## src/rtl/hazard_scoreboard.sv

```systemverilog
`default_nettype none
// ============================================================================
// Module   : hazard_scoreboard
// Brief    : In-order pipeline RAW hazard scoreboard. Tracks the destination
//            registers of the DEPTH post-ID stages (EX .. WB), picks forwarding
//            sources for the ID operands, raises load-use / RAW stalls and
//            turns EX-resolved redirects into IF/ID flushes. Carries
//            saturating stall and flush performance counters.
// Revision : 1.0 - initial release
// ============================================================================
module hazard_scoreboard #(
  parameter  int DEPTH     = 3,  // tracked stages, entry 0 = EX, DEPTH-1 = WB
  parameter  int FWD_EN    = 1,  // 1: forward, stall on load-use only; 0: stall on RAW
  parameter  int RF_BYPASS = 1,  // 1: register file returns same-cycle WB data
  localparam int SW        = $clog2(DEPTH + 1)
) (
  input  logic          i_clk,
  input  logic          i_reset,
  input  logic          id_vld,
  input  logic [4:0]    id_rs1,
  input  logic [4:0]    id_rs2,
  input  logic          id_rs1_used,
  input  logic          id_rs2_used,
  input  logic [4:0]    id_rd,
  input  logic          id_rd_wren,
  input  logic          id_is_load,
  input  logic          ex_redirect,
  output logic          stall,
  output logic          flush_if,
  output logic          flush_id,
  output logic [SW-1:0] fwd_rs1_sel,
  output logic [SW-1:0] fwd_rs2_sel,
  output logic [31:0]   stall_cnt,
  output logic [31:0]   flush_cnt
);

  localparam logic [SW-1:0] C_WB_IDX = SW'(DEPTH - 1);

  // Scoreboard entries, one per post-ID stage
  logic [DEPTH-1:0] vld_q,  vld_d;
  logic [DEPTH-1:0] wren_q, wren_d;
  logic [DEPTH-1:0] ld_q,   ld_d;
  logic [4:0]       rd_q [DEPTH];
  logic [4:0]       rd_d [DEPTH];

  logic [31:0]      stall_cnt_q, stall_cnt_d;
  logic [31:0]      flush_cnt_q, flush_cnt_d;

  // Per-source youngest-match results
  logic [4:0]       src_addr [2];
  logic [1:0]       src_used;
  logic [1:0]       src_hit;
  logic [SW-1:0]    src_idx  [2];
  logic [SW-1:0]    src_sel  [2];
  logic [1:0]       src_haz;

  // Youngest matching entry per source: scan oldest to youngest so the
  // lowest index written last wins.
  always_comb begin
    src_addr[0] = id_rs1;
    src_addr[1] = id_rs2;
    src_used[0] = id_rs1_used;
    src_used[1] = id_rs2_used;
    for (int j = 0; j < 2; j++) begin
      src_hit[j] = 1'b0;
      src_idx[j] = '0;
      for (int k = DEPTH - 1; k >= 0; k--) begin
        if (src_used[j] && (src_addr[j] != 5'd0) && vld_q[k] && wren_q[k] &&
            (rd_q[k] == src_addr[j])) begin
          src_hit[j] = 1'b1;
          src_idx[j] = SW'(k);
        end
      end
    end
  end

  // Hazard and forward-select decision per source, from the mode parameters
  always_comb begin
    for (int j = 0; j < 2; j++) begin
      src_haz[j] = 1'b0;
      src_sel[j] = '0;
      if (src_hit[j]) begin
        if (FWD_EN != 0) begin
          // Only a load still in EX cannot be forwarded in time
          src_haz[j] = (src_idx[j] == '0) && ld_q[0];
          if (!((RF_BYPASS != 0) && (src_idx[j] == C_WB_IDX))) begin
            src_sel[j] = src_idx[j] + SW'(1);
          end
        end else begin
          // Without forwarding every in-flight producer stalls, except a WB
          // producer whose data the register file already bypasses
          src_haz[j] = !((RF_BYPASS != 0) && (src_idx[j] == C_WB_IDX));
        end
      end
    end
  end

  // Control outputs: redirect outranks stall; nothing flushes during reset
  always_comb begin
    stall       = id_vld && (|src_haz) && !ex_redirect;
    flush_if    = ex_redirect && !i_reset;
    flush_id    = ex_redirect && !i_reset;
    fwd_rs1_sel = src_sel[0];
    fwd_rs2_sel = src_sel[1];
    stall_cnt   = stall_cnt_q;
    flush_cnt   = flush_cnt_q;
  end

  // Next-state: advance the shift register, bubble into EX on stall/redirect,
  // saturating counters
  always_comb begin
    if (stall || ex_redirect) begin
      vld_d[0]  = 1'b0;
      wren_d[0] = 1'b0;
      ld_d[0]   = 1'b0;
      rd_d[0]   = 5'd0;
    end else begin
      vld_d[0]  = id_vld;
      wren_d[0] = id_rd_wren;
      ld_d[0]   = id_is_load;
      rd_d[0]   = id_rd;
    end
    for (int k = 1; k < DEPTH; k++) begin
      vld_d[k]  = vld_q[k-1];
      wren_d[k] = wren_q[k-1];
      ld_d[k]   = ld_q[k-1];
      rd_d[k]   = rd_q[k-1];
    end
    stall_cnt_d = stall_cnt_q;
    if (stall && (stall_cnt_q != 32'hFFFF_FFFF)) begin
      stall_cnt_d = stall_cnt_q + 32'd1;
    end
    flush_cnt_d = flush_cnt_q;
    if (ex_redirect && (flush_cnt_q != 32'hFFFF_FFFF)) begin
      flush_cnt_d = flush_cnt_q + 32'd1;
    end
  end

  // State registers; reset empties the scoreboard without waiting for a clock
  always_ff @(posedge i_clk or posedge i_reset) begin
    if (i_reset) begin
      vld_q       <= '0;
      wren_q      <= '0;
      ld_q        <= '0;
      for (int k = 0; k < DEPTH; k++) begin
        rd_q[k] <= 5'd0;
      end
      stall_cnt_q <= 32'd0;
      flush_cnt_q <= 32'd0;
    end else begin
      vld_q       <= vld_d;
      wren_q      <= wren_d;
      ld_q        <= ld_d;
      for (int k = 0; k < DEPTH; k++) begin
        rd_q[k] <= rd_d[k];
      end
      stall_cnt_q <= stall_cnt_d;
      flush_cnt_q <= flush_cnt_d;
    end
  end

endmodule
`default_nettype wire

```

## config.mk

```make
export PLATFORM = sky130hd
export DESIGN_NAME = hazard_scoreboard
export DESIGN_NICKNAME = d
export VERILOG_FILES = /design/src/rtl/hazard_scoreboard.sv
export SDC_FILE = /design/constraint.sdc
export NUM_CORES = 1
export LEC_CHECK = 0
export ABC_CLOCK_PERIOD_IN_PS = 4310
export CORE_UTILIZATION = 40
export CTS_CLUSTER_SIZE = 40
export DETAILED_ROUTE_END_ITERATION = 8
export PLACE_DENSITY = 0.63
export RECOVER_POWER = 25
export SKIP_LAST_GASP = 1
export SYNTH_ARGS = -nofsm -noshare
export SYNTH_HDL_FRONTEND = slang
export SYNTH_SLANG_ARGS = --single-unit
```

## constraint.sdc

```tcl
create_clock -name i_clk -period 4.31 [get_ports i_clk]
set_input_delay 0.431 -clock i_clk [delete_from_list [all_inputs] [get_ports i_clk]]
set_output_delay 0.431 -clock i_clk [all_outputs]
set_load 0.01 [all_outputs]
```

==> impl_metrics.yaml, run 1 <==
sta:
  setup-tns-final_ns: 0
  finalCriticalPeriod_ns: 2.95
  timing.slew.headroom_pct: 15.8
  drv_slew: 0
  fmax_mhz: 339
  skew_ns: 0.00762
  finalSetupViolCount: 0
  hold_ws_ns: 0.384
  finalHoldViolations: 0
  post-route-period-util_pct: 68.5
  rsz0062_at_grt: "no"
  worst_slew_pin_slew_ns: 1.26
grt:
  grt_overflow: 0
  track_usage_pct: 18.3
  grt_pass1_wl_mm: 14.3
  grt_pass1_vias: 2888
  grt_antenna_before_repair: 0
  grt_max_degree: 34
setup_path:
  crit_arrival_ns: 2.52
  crit_type: "primary input to output port"
  crit_required_ns: 3.88
  end_kind: "output port"
  cp-start-kind: "primary input"
  cp_max_fo: 5
cells_and_area:
  layout_common_cells: "clkdlybuf4s50_1 (92), dfrtp_1 (79), xor2_1 (47)"
  drive_gt1_share_pct: 7.99
  design_area_um2: 5160
  layout_commonest_cell: "clkdlybuf4s50_1"
  utilization_pct: 55.4
  final_nets: 483
  syn2layout_area_growth_pct: 33.4
  antenna_cells: 0
cts:
  postCtsHoldBufs: 0
  cts_setup_buffers: 0
  cts-root-buf: "clkbuf_8"
  cts_buffers: 9
  cts_sinks: 79
  clk_path_buf_depth: 2
  ctsResizeCount: 0
  cts_tree: "done"
  htree_levels: 3
  clock_latency_ns: 0.33
  clk_pin_slew_ns: 0.08
detailed_routing:
  routedWlPerCell_um: 14.2
  drt-initial-drc-count: 47
  first_pass_iters: 4
  dr_total_vias: 2911
  vias_per_cell: 4.92
  antenna_left: 0
  drcViolationCount: 0
  finalWirelength_mm: 8.42
synthesis:
  synth_fa_ha_area_share_pct: 0.646
  syn-cell-area_um2: 3870
  synth_xor_area_share_pct: 18.3
  syn_avg_cell_area_um2: 10.8
  synthMuxAreaShare_pct: 0.582
  synthSimpleGateAreaFrac_pct: 25.2
  ys_ff_latch: 79
  synth-compound-area-share_pct: 2.10
  synth-seq-area-share_pct: 51.1
  synth_fp_nets: 382
  synth.distinct_cells: 37
  synthTopCellsByArea: "dfrtp_1 (51%), xor2_1 (11%), xnor2_1 (7.7%)"
  syn_inst: 357
  synth_warnings: 0
  synth_top_family_by_area: "simple AND/OR/NAND/NOR gates"
  yosys.area.top_type: "dfrtp_1"
  synth_top_area_share_pct: 51.1
die:
  row_count: 35
  io_pins: 94
  initial_utilization_pct: 41.5
  die_y_um: 100
  design.core.area_um2: 9330
  chipWidth_um: 100
  die_area_um2: 10100
placed_design:
  gp_congestion: 0.807
  dp_hpwl_mm: 6.28
  portBuffers: 93
  postPlaceCellArea_um2: 4950
pwr:
  ir_drop_mv: 0.296
  p_leak_uw: 0.00224
  power_uw: 1650
  power_density_nw_per_um2: 320
job:
  max-cap-violations: 0
worst_hold_path:
  hold_class: "flop to flop"
status:
  status: "complete, no violations"
[worst max-delay path, cell delays in order]
cell and delay [ns]:
clkdlybuf4s50_1 0.46, or4_1 0.53, o21ai_1 0.23, nor4_2 0.12
nor3_1 0.19, clkdlybuf4s50_1 0.56
[cell usage after synthesis (all sizes together)]
cell type	number
and2	10
nand3b	1
or4	2
xor2	47
clkbuf	2
or2	2
nand4b	1
and4	5
ha	2
nand4	24
nor4b	1
dfrtp	79
a21oi	1
nand2	23
nor4	9
nor3	16
inv	11
a31oi	2
xnor2	34
o211ai	2
nor2	35
nor2b	1
o21a	2
buf	4
nor3b	1
and3	5
nand3	31
mux2	2
o21ai	2
[area by class of cell]
type	count	area, um^2
fillers	849	4160
flip-flops and latches	79	1980
multi-input cells	261	1810
repair buffers	96	950
well taps	129	161
clock buffers	11	141
clock inverters	5	81.3
inverters	11	41.3
[path summary, 6_finish.rpt]
check                                 endpoint  depth (start not counted)          start  slack [ns]
max in group asynchronous        flush_cnt[24]                          3        i_reset        1.84
worst min-delay path                  vld_q[1]                          0       vld_q[0]        0.38
min in group asynchronous              rd_d[9]                          2        i_reset        0.91
worst min register to register        vld_q[1]                          0       vld_q[0]        0.38
worst max-delay path            fwd_rs2_sel[1]                          6      id_rs2[1]        1.36
worst max register to register    stall_cnt[1]                          6  stall_cnt[14]        1.79
[sequential cells by signal (all words and copies together) (netlist names)]
name	count
vld_q	2
ld_q	1
rd_d	10
flush_cnt	32
wren_q	2
stall_cnt	32
[routing by layer]
metal	wire, um	vias to the layer above	part of all wire, %	track usage (%)
met5	0	-	0	0
met1	4040	1415	48	25.0
met2	4010	63	48	29.2
li1	-	1427	-	-
met4	63	0	0.75	4.35
met3	310	6	3.7	4.74
[cells by family after synthesis]
| family | after synthesis |
|---|---|
| flops | 79 |
| xor+xnor | 81 |
| compound gates | 9 |
| simple gates | 167 |
| buf+inv | 17 |
| mux | 2 |
| fa+ha+maj | 2 |
[report_power, final]
group | total (uW) | switching, uW | internal [uW]
logic | 210 | 88.5 | 121
registers | 839 | 58.0 | 781
clock network | 606 | 263 | 342
[metrics by stage]
stage	setup slack [ns]	instances
after floorplan	1.86	357
after global placement	1.37	576
after detailed placement	1.35	576
after CTS	1.34	592
after global routing	1.24	592
final	1.36	592
No activity file was read; power rests on OpenSTA's default activity.
==> run 2, diff against run 1 <==
ABC_CLOCK_PERIOD_IN_PS = 2500   (was 4310)
PLACE_DENSITY = 0.65   (was 0.63)
clock period = 2.5 ns   (was 4.31 ns; I/O delays follow)
==> impl_metrics.yaml, run 2 (same netlist as run 1, synthesis figures left out) <==
grt:
  grt_pass1_vias: 2974
  track_usage_pct: 18.2
  grt_max_degree: 29
  grt_antenna_before_repair: 0
  grt_pass1_wl_mm: 14.3
  grt_overflow: 0
cells_and_area:
  syn2layout_area_growth_pct: 38.5
  fill_cells: 840
  final_nets: 507
  design_area_um2: 5360
  stdcell_count: 615
  layout_commonest_cell: "clkdlybuf4s50_1"
  layout_common_cells: "clkdlybuf4s50_1 (89), dfrtp_1 (78), xor2_1 (47)"
  multi_input_area_um2: 1830
  antenna_cells: 0
  drive_gt1_share_pct: 13.4
  regArea_um2: 1980
pwr:
  ir_drop_mv: 0.385
  p_leak_uw: 0.00239
  power_density_nw_per_um2: 516
  power_uw: 2770
sta:
  finalHoldViolations: 0
  hold_ws_ns: 0.379
  drv_slew: 0
  finalCriticalPeriod_ns: 2.38
  skew_ns: 0.0137
  rsz0062_at_grt: "no"
  fmax_mhz: 419
  finalSetupViolCount: 0
  worst_slew_pin_slew_ns: 1.07
  timing.slew.headroom_pct: 28.6
  setup_ws_ns: 0.115
  post-route-period-util_pct: 95.4
setup_path:
  end_kind: "output port"
  cp_max_fo: 3
  crit_type: "primary input to output port"
  r2r_cells: 10
  crit_arrival_ns: 2.13
  r2r_start: "rd_d[7]"
  reg2reg_to: "stall_cnt[18]"
  crit_required_ns: 2.25
  cp-start-kind: "primary input"
  r2r_slack_ns: 0.25
detailed_routing:
  antenna_left: 0
  finalWirelength_mm: 8.66
  routedWlPerCell_um: 14.1
  dr_total_vias: 3019
  vias_per_cell: 4.91
  drt-initial-drc-count: 101
  drcViolationCount: 0
  first_pass_iters: 4
die:
  initial_utilization_pct: 41.5
  chipWidth_um: 100
  io_pins: 94
  design.core.area_um2: 9330
  die_y_um: 100
  die_area_um2: 10100
  row_count: 35
cts:
  clock_latency_ns: 0.35
  cts_tree: "done"
  clk_path_buf_depth: 2
  clk_pin_slew_ns: 0.08
  htree_levels: 3
  cts_sinks: 79
  cts_buffers: 9
  postCtsHoldBufs: 0
  cts-root-buf: "clkbuf_8"
worst_hold_path:
  min_to: "vld_q[1]"
  hold_class: "flop to flop"
  worstHoldStart: "vld_q[0]"
  hold_depth: 0
job:
  max-cap-violations: 0
placed_design:
  gp_congestion: 0.828
  dp_cells: 594
  postPlaceCellArea_um2: 5130
  dp_hpwl_mm: 6.43
  place_worst_setup_slack_ns: -0.0282
  portBuffers: 93
status:
  status: "complete, no violations"
==> run 2: stage by stage <==
step,setup TNS (ns),util (%)
after floorplan,0,-
after global placement,-0.0241,55.0
after detailed placement,-0.0489,55.0
after CTS,-0.0189,57.4
after global routing,0,57.5
final,0,57.5
==> run 2: per-layer routing <==
metal	GRT usage (%)	part of all wire [%]	up-vias	routed length (um)
met5	0	0	-	0
met2	29.3	47	81	4050
met3	3.55	4.8	8	413
met1	24.4	47	1453	4100
met4	7.02	1.2	0	100
li1	-	-	1477	-
==> run 2: final cells by class <==
type	instances	area share (%)
clock inverters	5	1.10
clock buffers	10	2.57
flip-flops and latches	79	36.9
inverters	11	0.770
well taps	129	3.01
repair buffers	120	21.5
multi-input cells	261	34.2
==> run 2: worst max-delay path, stage by stage <==
cell and delay, ns:
clkdlybuf4s50_1 0.45, or4_1 0.55, o21ai_2 0.21, nor4_4 0.08
buf_4 0.13, clkdlybuf4s50_1 0.46
==> run 2: repair_timing <==
action | CTS | global route
pin swaps | 3 | 5
setup buffers | 1 | 5
resized for setup | 5 | 2
endpoints found under the setup margin | 4 | 3
==> run 2: how the worst max path moves through the flow <==
stage                     startpoint             end  slack [ns]  cells past startpoint
after global routing         rd_d[9]  fwd_rs1_sel[0]       0.009                      5
after global placement     id_rs1[2]  fwd_rs1_sel[1]       -0.01                      6
after CTS                  id_rs1[2]           stall       -0.02                      6
after detailed placement   id_rs1[2]  fwd_rs1_sel[1]       -0.03                      6
final                      id_rs1[2]  fwd_rs1_sel[0]        0.12                      6
after floorplan              i_reset    flush_cnt[0]        0.23                      1
==> run 2: where the power goes <==
group          internal (uW)  total, uW  switching [uW]
clock                    483        948             465
combinational            222        382             160
sequential              1350       1440            91.9
total                   2050       2770             717
==> run 3, diff against run 2 <==
CTS_CLUSTER_SIZE = 30   (was 40)
RECOVER_POWER = unset   (was 25)
==> impl_metrics.yaml, run 3 (same netlist as run 1, synthesis figures left out) <==
cells_and_area:
  antenna_cells: 0
  multi_input_area_um2: 1830
  syn2layout_area_growth_pct: 39.3
  utilization_pct: 57.8
  final_nets: 507
  stdcell_count: 615
  drive_gt1_share_pct: 13.6
  layout_commonest_cell: "clkdlybuf4s50_1"
  layout_common_cells: "clkdlybuf4s50_1 (90), dfrtp_1 (78), xor2_1 (47)"
  regArea_um2: 1980
  fill_cells: 836
placed_design:
  dp_cells: 594
  portBuffers: 93
  dp_hpwl_mm: 6.43
  gp_congestion: 0.828
setup_path:
  cp-start-kind: "primary input"
  crit_type: "primary input to output port"
  reg2reg_to: "stall_cnt[18]"
  crit_required_ns: 2.25
  r2r_cells: 10
  end_kind: "output port"
  r2r_start: "rd_d[7]"
  crit_arrival_ns: 2.13
  cp_max_fo: 3
  r2r_slack_ns: 0.25
cts:
  cts_buffers: 9
  postCtsHoldBufs: 0
  cts-root-buf: "clkbuf_8"
  clk_path_buf_depth: 2
  htree_levels: 3
  clk_pin_slew_ns: 0.09
  clock_latency_ns: 0.35
  cts_tree: "done"
  cts_sinks: 79
die:
  die_area_um2: 10100
  io_pins: 94
  chipWidth_um: 100
  initial_utilization_pct: 41.5
  row_count: 35
  die_y_um: 100
  design.core.area_um2: 9330
worst_hold_path:
  hold_class: "primary input to async pin"
status:
  status: "complete, no violations"
detailed_routing:
  antenna_left: 0
  finalWirelength_mm: 8.68
  drcViolationCount: 0
  routedWlPerCell_um: 14.1
  vias_per_cell: 4.93
  first_pass_iters: 4
  dr_total_vias: 3035
  drt-initial-drc-count: 102
sta:
  worst_slew_pin_slew_ns: 0.661
  finalHoldViolations: 0
  skew_ns: 0.0128
  finalCriticalPeriod_ns: 2.38
  post-route-period-util_pct: 95.4
  rsz0062_at_grt: "no"
  finalSetupViolCount: 0
  timing.slew.headroom_pct: 55.9
  drv_slew: 0
  fmax_mhz: 419
grt:
  grt_max_degree: 29
  grt_overflow: 0
  grt_pass1_vias: 2974
  track_usage_pct: 18.2
  grt_antenna_before_repair: 0
  grt_pass1_wl_mm: 14.3
pwr:
  power_uw: 2780
  ir_drop_mv: 0.386
  p_leak_uw: 0.00240
  power_density_nw_per_um2: 515
job:
  max-cap-violations: 0
run 3: per-stage QoR:
stage	TNS (ns)	hold WS, ns	cell area [um^2]	worst slack (ns)
2_1_floorplan	0	0.354	3870	0.227
3_3_place_gp	-0.0241	0.357	5130	-0.0145
3_5_place_dp	-0.0489	0.361	5130	-0.0282
4_1_cts	-0.0189	0.350	5350	-0.0189
5_1_grt	0	0.399	5390	0.00936
6_report	0	0.347	5390	0.115
run 3: timing repair:
| action | in CTS | in global routing |
|---|---|---|
| resized for setup | 5 | 2 |
| setup endpoints to repair | 4 | 3 |
| pin swaps | 3 | 5 |
| setup buffers | 1 | 5 |
run 3: how the worst max path moves through the flow:
stage              start             end  cells past startpoint
6_report       id_rs1[2]  fwd_rs1_sel[0]                      6
5_1_grt          rd_d[9]  fwd_rs1_sel[0]                      5
4_1_cts        id_rs1[2]           stall                      6
3_5_place_dp   id_rs1[2]  fwd_rs1_sel[1]                      6
3_3_place_gp   id_rs1[2]  fwd_rs1_sel[1]                      6
2_1_floorplan    i_reset    flush_cnt[0]                      1
run 3: layout make-up:
| type | count | share of cell area, % |
|---|---|---|
| inverter | 11 | 0.766 |
| tap | 129 | 2.99 |
| multi-input combinational | 261 | 34.0 |
| clock buffer | 10 | 2.55 |
| sequential | 79 | 36.7 |
| clock inverter | 5 | 1.09 |
| timing repair buffer | 120 | 21.9 |
run 3: power breakdown:
group	total [uW]	internal, uW	switching, uW
combinational	389	228	161
clock	950	483	467
sequential	1440	1350	91.3
total	2780	2060	720
run 3: critical path: stages:
cell and delay [ns]:
clkdlybuf4s50_1 0.45, or4_1 0.55, o21ai_2 0.21, nor4_4 0.08
buf_4 0.13, clkdlybuf4s50_1 0.46
run 3: routing by layer:
layer / track usage (%) / share of wire, %
met4: 7.02 / 1.2
met5: 0 / 0
met3: 3.55 / 5.0
met1: 24.4 / 47
met2: 29.3 / 47
